### src/rtl/seq_mult_pkg.sv
// Shared types and width helpers for the iterative shift-and-add multiplier.
package seq_mult_pkg;

    typedef enum logic [1:0] {
        IDLE = 2'd0,
        BUSY = 2'd1,
        DONE = 2'd2
    } state_e;

    function automatic int unsigned prod_w(input int unsigned w);
        return 2 * w;
    endfunction

endpackage

### src/rtl/rca_adder.sv
// N-bit ripple-carry adder built from a chain of full-adder cells.
module rca_adder #(
    parameter int unsigned N = 8
) (
    input  logic [N-1:0] i_a,
    input  logic [N-1:0] i_b,
    input  logic         i_cin,
    output logic [N-1:0] o_sum,
    output logic         o_cout
);

    logic [N:0] w_carry;

    assign w_carry[0] = i_cin;

    for (genvar gi = 0; gi < N; gi++) begin : g_fa
        logic w_p;
        assign w_p             = i_a[gi] ^ i_b[gi];
        assign o_sum[gi]       = w_p ^ w_carry[gi];
        assign w_carry[gi + 1] = (i_a[gi] & i_b[gi]) | (w_carry[gi] & w_p);
    end

    assign o_cout = w_carry[N];

endmodule

### src/rtl/seq_mult.sv
// Iterative shift-and-add multiplier, one partial-product add per clock.
// Define SEQ_MULT_SIGNED_EN for two's-complement operands.
module seq_mult
    import seq_mult_pkg::*;
#(
    parameter int unsigned WIDTH = 8,
    parameter int unsigned CNT_W = $clog2(WIDTH + 1)
) (
    input  logic                     i_clk,
    input  logic                     i_rst_n,
    input  logic                     i_in_valid,
    output logic                     o_in_ready,
    input  logic [WIDTH-1:0]         i_a,
    input  logic [WIDTH-1:0]         i_b,
    output logic                     o_out_valid,
    input  logic                     i_out_ready,
    output logic [2*WIDTH-1:0]       o_product,
    output logic                     o_busy
);

    localparam int unsigned PW = prod_w(WIDTH);

    if (WIDTH < 2) begin : g_width_check
        $error("seq_mult: WIDTH must be at least 2");
    end

    state_e           r_state;
    state_e           w_state_next;
    logic [WIDTH-1:0] r_mcand;
    logic [PW-1:0]    r_acc;
    logic [CNT_W-1:0] r_cnt;
    logic [PW-1:0]    r_product;

    logic             w_accept;
    logic             w_last;
    logic [WIDTH-1:0] w_addend;
    logic [WIDTH-1:0] w_sum;
    logic             w_cout;
    logic [PW-1:0]    w_acc_next;
    logic [WIDTH-1:0] w_a_lat;
    logic [WIDTH-1:0] w_b_lat;
    logic [PW-1:0]    w_prod_final;

`ifdef SEQ_MULT_SIGNED_EN
    logic r_neg;

    // Magnitudes; the most-negative value maps to 2^(WIDTH-1), which fits unsigned.
    assign w_a_lat      = i_a[WIDTH-1] ? -i_a : i_a;
    assign w_b_lat      = i_b[WIDTH-1] ? -i_b : i_b;
    assign w_prod_final = r_neg ? -w_acc_next : w_acc_next;

    always_ff @(posedge i_clk or negedge i_rst_n) begin
        if (!i_rst_n) begin
            r_neg <= 1'b0;
        end else if (w_accept) begin
            r_neg <= i_a[WIDTH-1] ^ i_b[WIDTH-1];
        end
    end
`else
    assign w_a_lat      = i_a;
    assign w_b_lat      = i_b;
    assign w_prod_final = w_acc_next;
`endif

    assign w_addend   = r_acc[0] ? r_mcand : '0;
    // Carry-out re-enters at the MSB as the accumulator shifts right.
    assign w_acc_next = {w_cout, w_sum, r_acc[WIDTH-1:1]};

    rca_adder #(
        .N (WIDTH)
    ) u_adder (
        .i_a    (r_acc[PW-1:WIDTH]),
        .i_b    (w_addend),
        .i_cin  (1'b0),
        .o_sum  (w_sum),
        .o_cout (w_cout)
    );

    always_ff @(posedge i_clk or negedge i_rst_n) begin
        if (!i_rst_n) begin
            r_state <= IDLE;
        end else begin
            r_state <= w_state_next;
        end
    end

    always_comb begin
        w_state_next = r_state;
        o_in_ready   = 1'b0;
        o_out_valid  = 1'b0;
        o_busy       = 1'b0;
        w_accept     = 1'b0;
        w_last       = 1'b0;
        unique case (r_state)
            IDLE: begin
                o_in_ready = 1'b1;
                if (i_in_valid) begin
                    w_accept     = 1'b1;
                    w_state_next = BUSY;
                end
            end
            BUSY: begin
                o_busy = 1'b1;
                if (r_cnt == CNT_W'(WIDTH - 1)) begin
                    w_last       = 1'b1;
                    w_state_next = DONE;
                end
            end
            DONE: begin
                o_out_valid = 1'b1;
                if (i_out_ready) begin
                    w_state_next = IDLE;
                end
            end
            default: w_state_next = IDLE;
        endcase
    end

    always_ff @(posedge i_clk or negedge i_rst_n) begin
        if (!i_rst_n) begin
            r_mcand   <= '0;
            r_acc     <= '0;
            r_cnt     <= '0;
            r_product <= '0;
        end else if (w_accept) begin
            r_mcand <= w_a_lat;
            r_acc   <= {{WIDTH{1'b0}}, w_b_lat};
            r_cnt   <= '0;
        end else if (r_state == BUSY) begin
            r_acc <= w_acc_next;
            r_cnt <= r_cnt + CNT_W'(1);
            if (w_last) begin
                r_product <= w_prod_final;
            end
        end
    end

    assign o_product = r_product;

endmodule

### config.mk
export PLATFORM = sky130hd
export DESIGN_NAME = seq_mult
export DESIGN_NICKNAME = d
export VERILOG_FILES = /design/src/rtl/seq_mult_pkg.sv /design/src/rtl/rca_adder.sv /design/src/rtl/seq_mult.sv
export SDC_FILE = /design/constraint.sdc
export NUM_CORES = 1
export LEC_CHECK = 0
export ABC_AREA = 1
export CORE_MARGIN = 3
export CORE_UTILIZATION = 47
export DETAILED_ROUTE_END_ITERATION = 8
export PLACE_DENSITY = 0.76
export SYNTH_ARGS = -nofsm -noshare
export SYNTH_HDL_FRONTEND = slang
export SYNTH_HIERARCHICAL = 1
export SYNTH_SLANG_ARGS = --single-unit
### constraint.sdc
create_clock -name i_clk -period 3.65 [get_ports i_clk]
set_input_delay 0.9125 -clock i_clk [delete_from_list [all_inputs] [get_ports i_clk]]
set_output_delay 0.9125 -clock i_clk [all_outputs]
set_load 0.1 [all_outputs]
* Yosys cells after proc, flatten, opt, wreduce, memory -nomap -nowiden
Index checks and enable logic that the tools add are counted.
** Cells by class
- Reductions and logical operators :: 4
- Muxes and demuxes :: 16
- Add/subtract/negate cells :: 1
- Equal/unequal tests :: 6
- Bitwise operators :: 38
** Operators with widths (count)
- $mux W16 :: 2
- $and A1 B1 Y1 :: 15
- $xor A1 B1 Y1 :: 15
- $mux W4 :: 2
- $mux W8 :: 1
- $mux W1 :: 7
- $or A1 B1 Y1 :: 7
- $mux W2 :: 3
- $ne A2 B2 Y1 const B :: 3
- $pmux W2 S3 :: 1
- $reduce_and A3 Y1 :: 2
- $add A4 B1 Y4 const B :: 1
- $eq A4 B3 Y1 const B :: 1
- $eq A2 B1 Y1 const B :: 1
- $eq A2 B2 Y1 const B :: 1
- $logic_not A2 Y1 :: 1
- $reduce_bool A2 Y1 :: 1
- $not A1 Y1 :: 1
** Storage, ports and cells
- Output and inout port bits :: 19
- Flip-flop bits (word level) :: 46
- Input bits :: 20

* Depth between registers and ports, before layout
Gate-level depths: netlist of run 1.
- Word-level depth :: 18
- Depth in mapped cells :: 17
- Mapped depth without buffers :: 16

* By module
The synthesis of run 1 kept the hierarchy.
** Modules (own cells, without submodules)
- seq_mult :: area each 1945.6 um^2, instances 1, cells an instance 231
- rca_adder :: area each 197.7 um^2, instances 1, cells an instance 18

* Worst setup path after synthesis of run 1
Ideal clock, no wire load.
- Path kind :: reg-to-reg
- Start point :: register r_acc[0]
- End point :: register r_product[14], in the netlist o_product[14]
- Required time :: 3.583 ns
- Path slack :: -0.183 ns
- Cell stages (with the launch flop) :: 18
- Arrival :: 3.766 ns
- Cell sequence :: dfrtp_1 clkbuf_1 nand2_1 inv_1 fa_1 inv_1 fa_1 inv_1 fa_1 fa_1 fa_1 fa_1 fa_1 inv_1 fa_1 inv_1 nand3_1 nand2_1
** On the way
- Word-level cells in the longest chain between the ends :: 15
- Elaborated cells between the ends (all ways) :: 28
- Those cells by class :: mux: 1; bitwise: 27
** RTL lines
- start: declaration :: line seq_mult.sv:30 : logic [PW-1:0] r_acc;
- start signal: assignment :: line seq_mult.sv:127 : r_acc <= {{WIDTH{1'b0}}, w_b_lat};
- start signal: assignment :: line seq_mult.sv:130 : r_acc <= w_acc_next;
- $mux W8 :: line seq_mult.sv:65 : assign w_addend = r_acc[0] ? r_mcand : '0;
- net w_addend[0] :: line seq_mult.sv:36 : logic [WIDTH-1:0] w_addend;
- $and A1 B1 Y1 (2 in a row) :: line rca_adder.sv:20 : assign w_carry[gi + 1] = (i_a[gi] & i_b[gi]) | (w_carry[gi] & w_p);
- $or A1 B1 Y1 :: line rca_adder.sv:20
- $and A1 B1 Y1 :: line rca_adder.sv:20
- $or A1 B1 Y1 :: line rca_adder.sv:20
- $and A1 B1 Y1 :: line rca_adder.sv:20
- $or A1 B1 Y1 :: line rca_adder.sv:20
- $and A1 B1 Y1 :: line rca_adder.sv:20
- $or A1 B1 Y1 :: line rca_adder.sv:20
- $and A1 B1 Y1 :: line rca_adder.sv:20
- $or A1 B1 Y1 :: line rca_adder.sv:20
- $and A1 B1 Y1 :: line rca_adder.sv:20
- $or A1 B1 Y1 :: line rca_adder.sv:20
- $xor A1 B1 Y1 :: line rca_adder.sv:19 : assign o_sum[gi] = w_p ^ w_carry[gi];
- net w_sum[7] :: line seq_mult.sv:37 : logic [WIDTH-1:0] w_sum;
- end signal: assignment :: line seq_mult.sv:133 : r_product <= w_prod_final;
- end: declaration :: line seq_mult.sv:32 : logic [PW-1:0] r_product;
The timed path passes the listed nets, and every way through them passes these cells.
A chain may end at the register's enable or synchronous reset.

* Worst setup path in the final report of run 1
- Start point :: register r_mcand[0]
- End point :: register r_product[14], in the netlist o_product[14]
** On the way
- Word-level cells in the longest chain between the ends :: 15
** RTL lines
- start: declaration :: line seq_mult.sv:29 : logic [WIDTH-1:0] r_mcand;
- start signal: assignment :: line seq_mult.sv:126 : r_mcand <= w_a_lat;
- $mux W8 :: line seq_mult.sv:65
- net w_addend[0] :: line seq_mult.sv:36
- $and A1 B1 Y1 (2 in a row) :: line rca_adder.sv:20
- $or A1 B1 Y1 :: line rca_adder.sv:20
- $and A1 B1 Y1 :: line rca_adder.sv:20
- $or A1 B1 Y1 :: line rca_adder.sv:20
- $and A1 B1 Y1 :: line rca_adder.sv:20
- $or A1 B1 Y1 :: line rca_adder.sv:20
- $and A1 B1 Y1 :: line rca_adder.sv:20
- $or A1 B1 Y1 :: line rca_adder.sv:20
- $and A1 B1 Y1 :: line rca_adder.sv:20
- $or A1 B1 Y1 :: line rca_adder.sv:20
- $and A1 B1 Y1 :: line rca_adder.sv:20
- $or A1 B1 Y1 :: line rca_adder.sv:20
- $xor A1 B1 Y1 :: line rca_adder.sv:19
- net w_sum[7] :: line seq_mult.sv:37
The timed path passes the listed nets, and every way through them passes these cells.

==> results.yml, run 1 <==
setup_path:
  r2r_start: "r_mcand[0]"
  cp_top_family: "adder cells"
  crit_required_ps: 3880
  critPathBufInv: 5
  cp_max_fo: 2
  rr_worst_depth: 16
  worst_path_most_repeated_cell: "fa_2"
  r2r_end: "o_product[14]"
  r2r_slack_ps: 50
  endpoint_kind: "register"
  worstPathArrival_ps: 3830
  startpoint_type: "register"
  startpoint: "r_mcand[0]"
  worst_path_max_delay_cell: "dfrtp_1"
  crit_chain: "nand2_2, inv_2, fa_2, inv_2, fa_2, inv_2, fa_2, fa_2, fa_2, fa_2, fa_2, inv_2, fa_1, inv_1, nand3_1, nand2_1"
  critical_path_class: "reg2reg"
  critPathMaxStageDelay_ps: 390
route:
  wl_mm: 4.200
  drt_iter0_drc: 94
  wl_per_cell_um: 12.43
  vias: 1620
  via_per_inst: 4.793
  drt-pass1-iter-count: 4
  drc: 0
  drtAntennaViolNets: 0
hold_path:
  worstHoldStart: "o_product[4]"
  whs_path_depth: 2
  hp-class: "reg2reg"
  worstHoldEndpoint: "o_product[4]"
layout:
  layout_common_cells: "nand2_1, dfrtp_1, clkdlybuf4s50_1"
  n_antenna_cell: 0
  area_growth_pct: 22.36
  fin_util_pct: 62.42
  final_common_cell: "nand2_1"
  drive_gt1_share_pct: 10.76
  nNetsFinal: 317
clock_tree:
  cts_tree: "yes"
  cts_buffers: 5
  clockRootBuffer: "clkbuf_8"
  h-tree-depth: 2
  clkTransAtPathRegs_ps: 80
  insertion_delay_ps: 290
  cts_num_sinks: 46
  clock_path_buffers: 2
  ctsHoldBuffers: 0
yosys:
  avgSynthCellArea_um2: 8.608
  syn_nets: 278
  netlist_area_mm2: 0.002143
  synth_cell_types: 18
  ys_ff_latch: 46
  syn_inst: 249
  yosysSeqAreaShare_pct: 53.71
  ys.warnings.count: 6
timing:
  fin_hold_ws_ps: 469.3
  maxSlewHeadroom_pct: 33.81
  tightest_slew_ps: 992.9
  max_freq_mhz: 277.7
  hold_violations: 0
  rsz0062_at_grt: "yes"
  fin_worst_skew_ps: 8.420
  maxSlewViolCount: 0
  setup_viol: 0
  post-route-period-util_pct: 98.65
  fin_crit_ps: 3601
run:
  maxCapViolations: 0
floorplan:
  rows: 23
  initial_core_util_pct: 51.01
  core_mm2: 0.004202
  die_y_um: 73.53
  ios: 39
  die_x_um: 73.53
  die_area_mm2: 0.005407
global_route:
  grt_pass1_vias: 1542
  antenna_found_initial: 0
  grt_usage_pct: 17.68
  grt-ovfl-total: 0
  grt_max_degree: 47
  grt_pass1_wl_mm: 7.258
placement:
  io_buffers: 38
  place.gp.congestion: 0.8026
  hpwl_mm: 2.895
outcome:
  outcome: "finished clean"
-- through the flow --
stage / instance area [um^2] / instances / worst slack [ps] / setup TNS (ps)
2_1_floorplan: 2171 / 249 / 83.53 / 0
3_3_place_gp: 2536 / 330 / 6.352 / 0
3_5_place_dp: 2536 / 330 / -76.55 / -96.21
4_1_cts: 2613 / 337 / 24.79 / 0
5_1_grt: 2623 / 338 / -117.2 / -161.9
6_report: 2623 / 338 / 49.38 / 0
-- flip-flops by register name (all words and copies together), names as in the netlist --
name / cells
o_product: 16
r_acc: 16
r_mcand: 8
r_cnt: 4
r_state: 2
-- synth_stat cells --
| cell type | n | share of area [%] |
|---|---|---|
| fa_1 | 8 | 7.5 |
| o21ai_2 | 1 | 0.41 |
| inv_2 | 2 | 0.35 |
| nand3_1 | 24 | 5.6 |
| o21ai_0 | 5 | 1.2 |
| nor2_4 | 1 | 0.53 |
| buf_6 | 1 | 0.53 |
| nand2_4 | 1 | 0.53 |
| buf_4 | 6 | 2.1 |
| nor2_1 | 4 | 0.70 |
| o31ai_1 | 1 | 0.35 |
| buf_2 | 1 | 0.23 |
| inv_1 | 22 | 3.9 |
| conb_1 | 1 | 0.17 |
| ha_1 | 1 | 0.58 |
| dfrtp_1 | 46 | 54 |
| nand2_1 | 123 | 22 |
| clkbuf_1 | 1 | 0.17 |
-- repair_timing --
item | 4_1_cts | 5_1_grt
endpoints found under the hold margin | 0 | 0
setup buffers | 0 | 1
gates resized for setup | 0 | 2
cloned | 0 | 0
endpoints found under the setup margin | 2 | 2
pin swaps | 5 | 1
-- kinds of logic (layout without fill, tap and decap cells) --
| kind of cell | after synthesis | after routing | share of synthesized area (%) |
|---|---|---|---|
| AO/OA/AOI/OAI | 7 | 7 | 1.926 |
| adder cells (fa/ha/maj) | 9 | 9 | 8.056 |
| buffers and inverters | 33 | 72 | 7.238 |
| flip-flops | 46 | 46 | 53.71 |
| other | 1 | 1 | 0.1750 |
| AND/OR/NAND/NOR | 153 | 153 | 28.90 |
-- layer usage --
metal	vias up	GRT usage, %	wire length, um	part of all wire [%]
li1	829	-	-	-
met1	747	22.54	1884	45
met2	38	30.02	2072	49
met3	6	3.694	181	4.3
met4	0	5.634	61	1.5
met5	-	0	0	0
-- layout make-up --
type                    count  area [um^2]
fillers                   368         1579
flip-flops and latches     46         1151
multi-input cells         170        857.1
repair buffers             41        385.4
inverters                  24        90.09
clock buffers               7        76.32
well taps                  50        62.56
-- worst min-delay path, delay by kind of cell, from the launching register on --
family	cells	cell delay, ps
simple gates	2	90
flops	1	340
-- worst max path at each step --
stage | to | slack, ps | depth (start not counted)
finish | o_product[14] | 50 | 16
floorplan | o_product[14] | 80 | 14
global placement | o_product[14] | 6 | 16
detailed placement | o_product[14] | -80 | 16
CTS | o_product[14] | 20 | 16
global route | o_product[14] | -120 | 16
Power of run 1 is not shown: default switching activity piles up to over one toggle a cycle in this logic, so the estimate is an artifact.
==> run 2: changes to the inputs <==
- CTS_CLUSTER_DIAMETER: default -> 30
==> results of run 2 <==
Final layout, timing and power as in run 1 (identical DEF).
Power of run 2 is left out for the same reason.
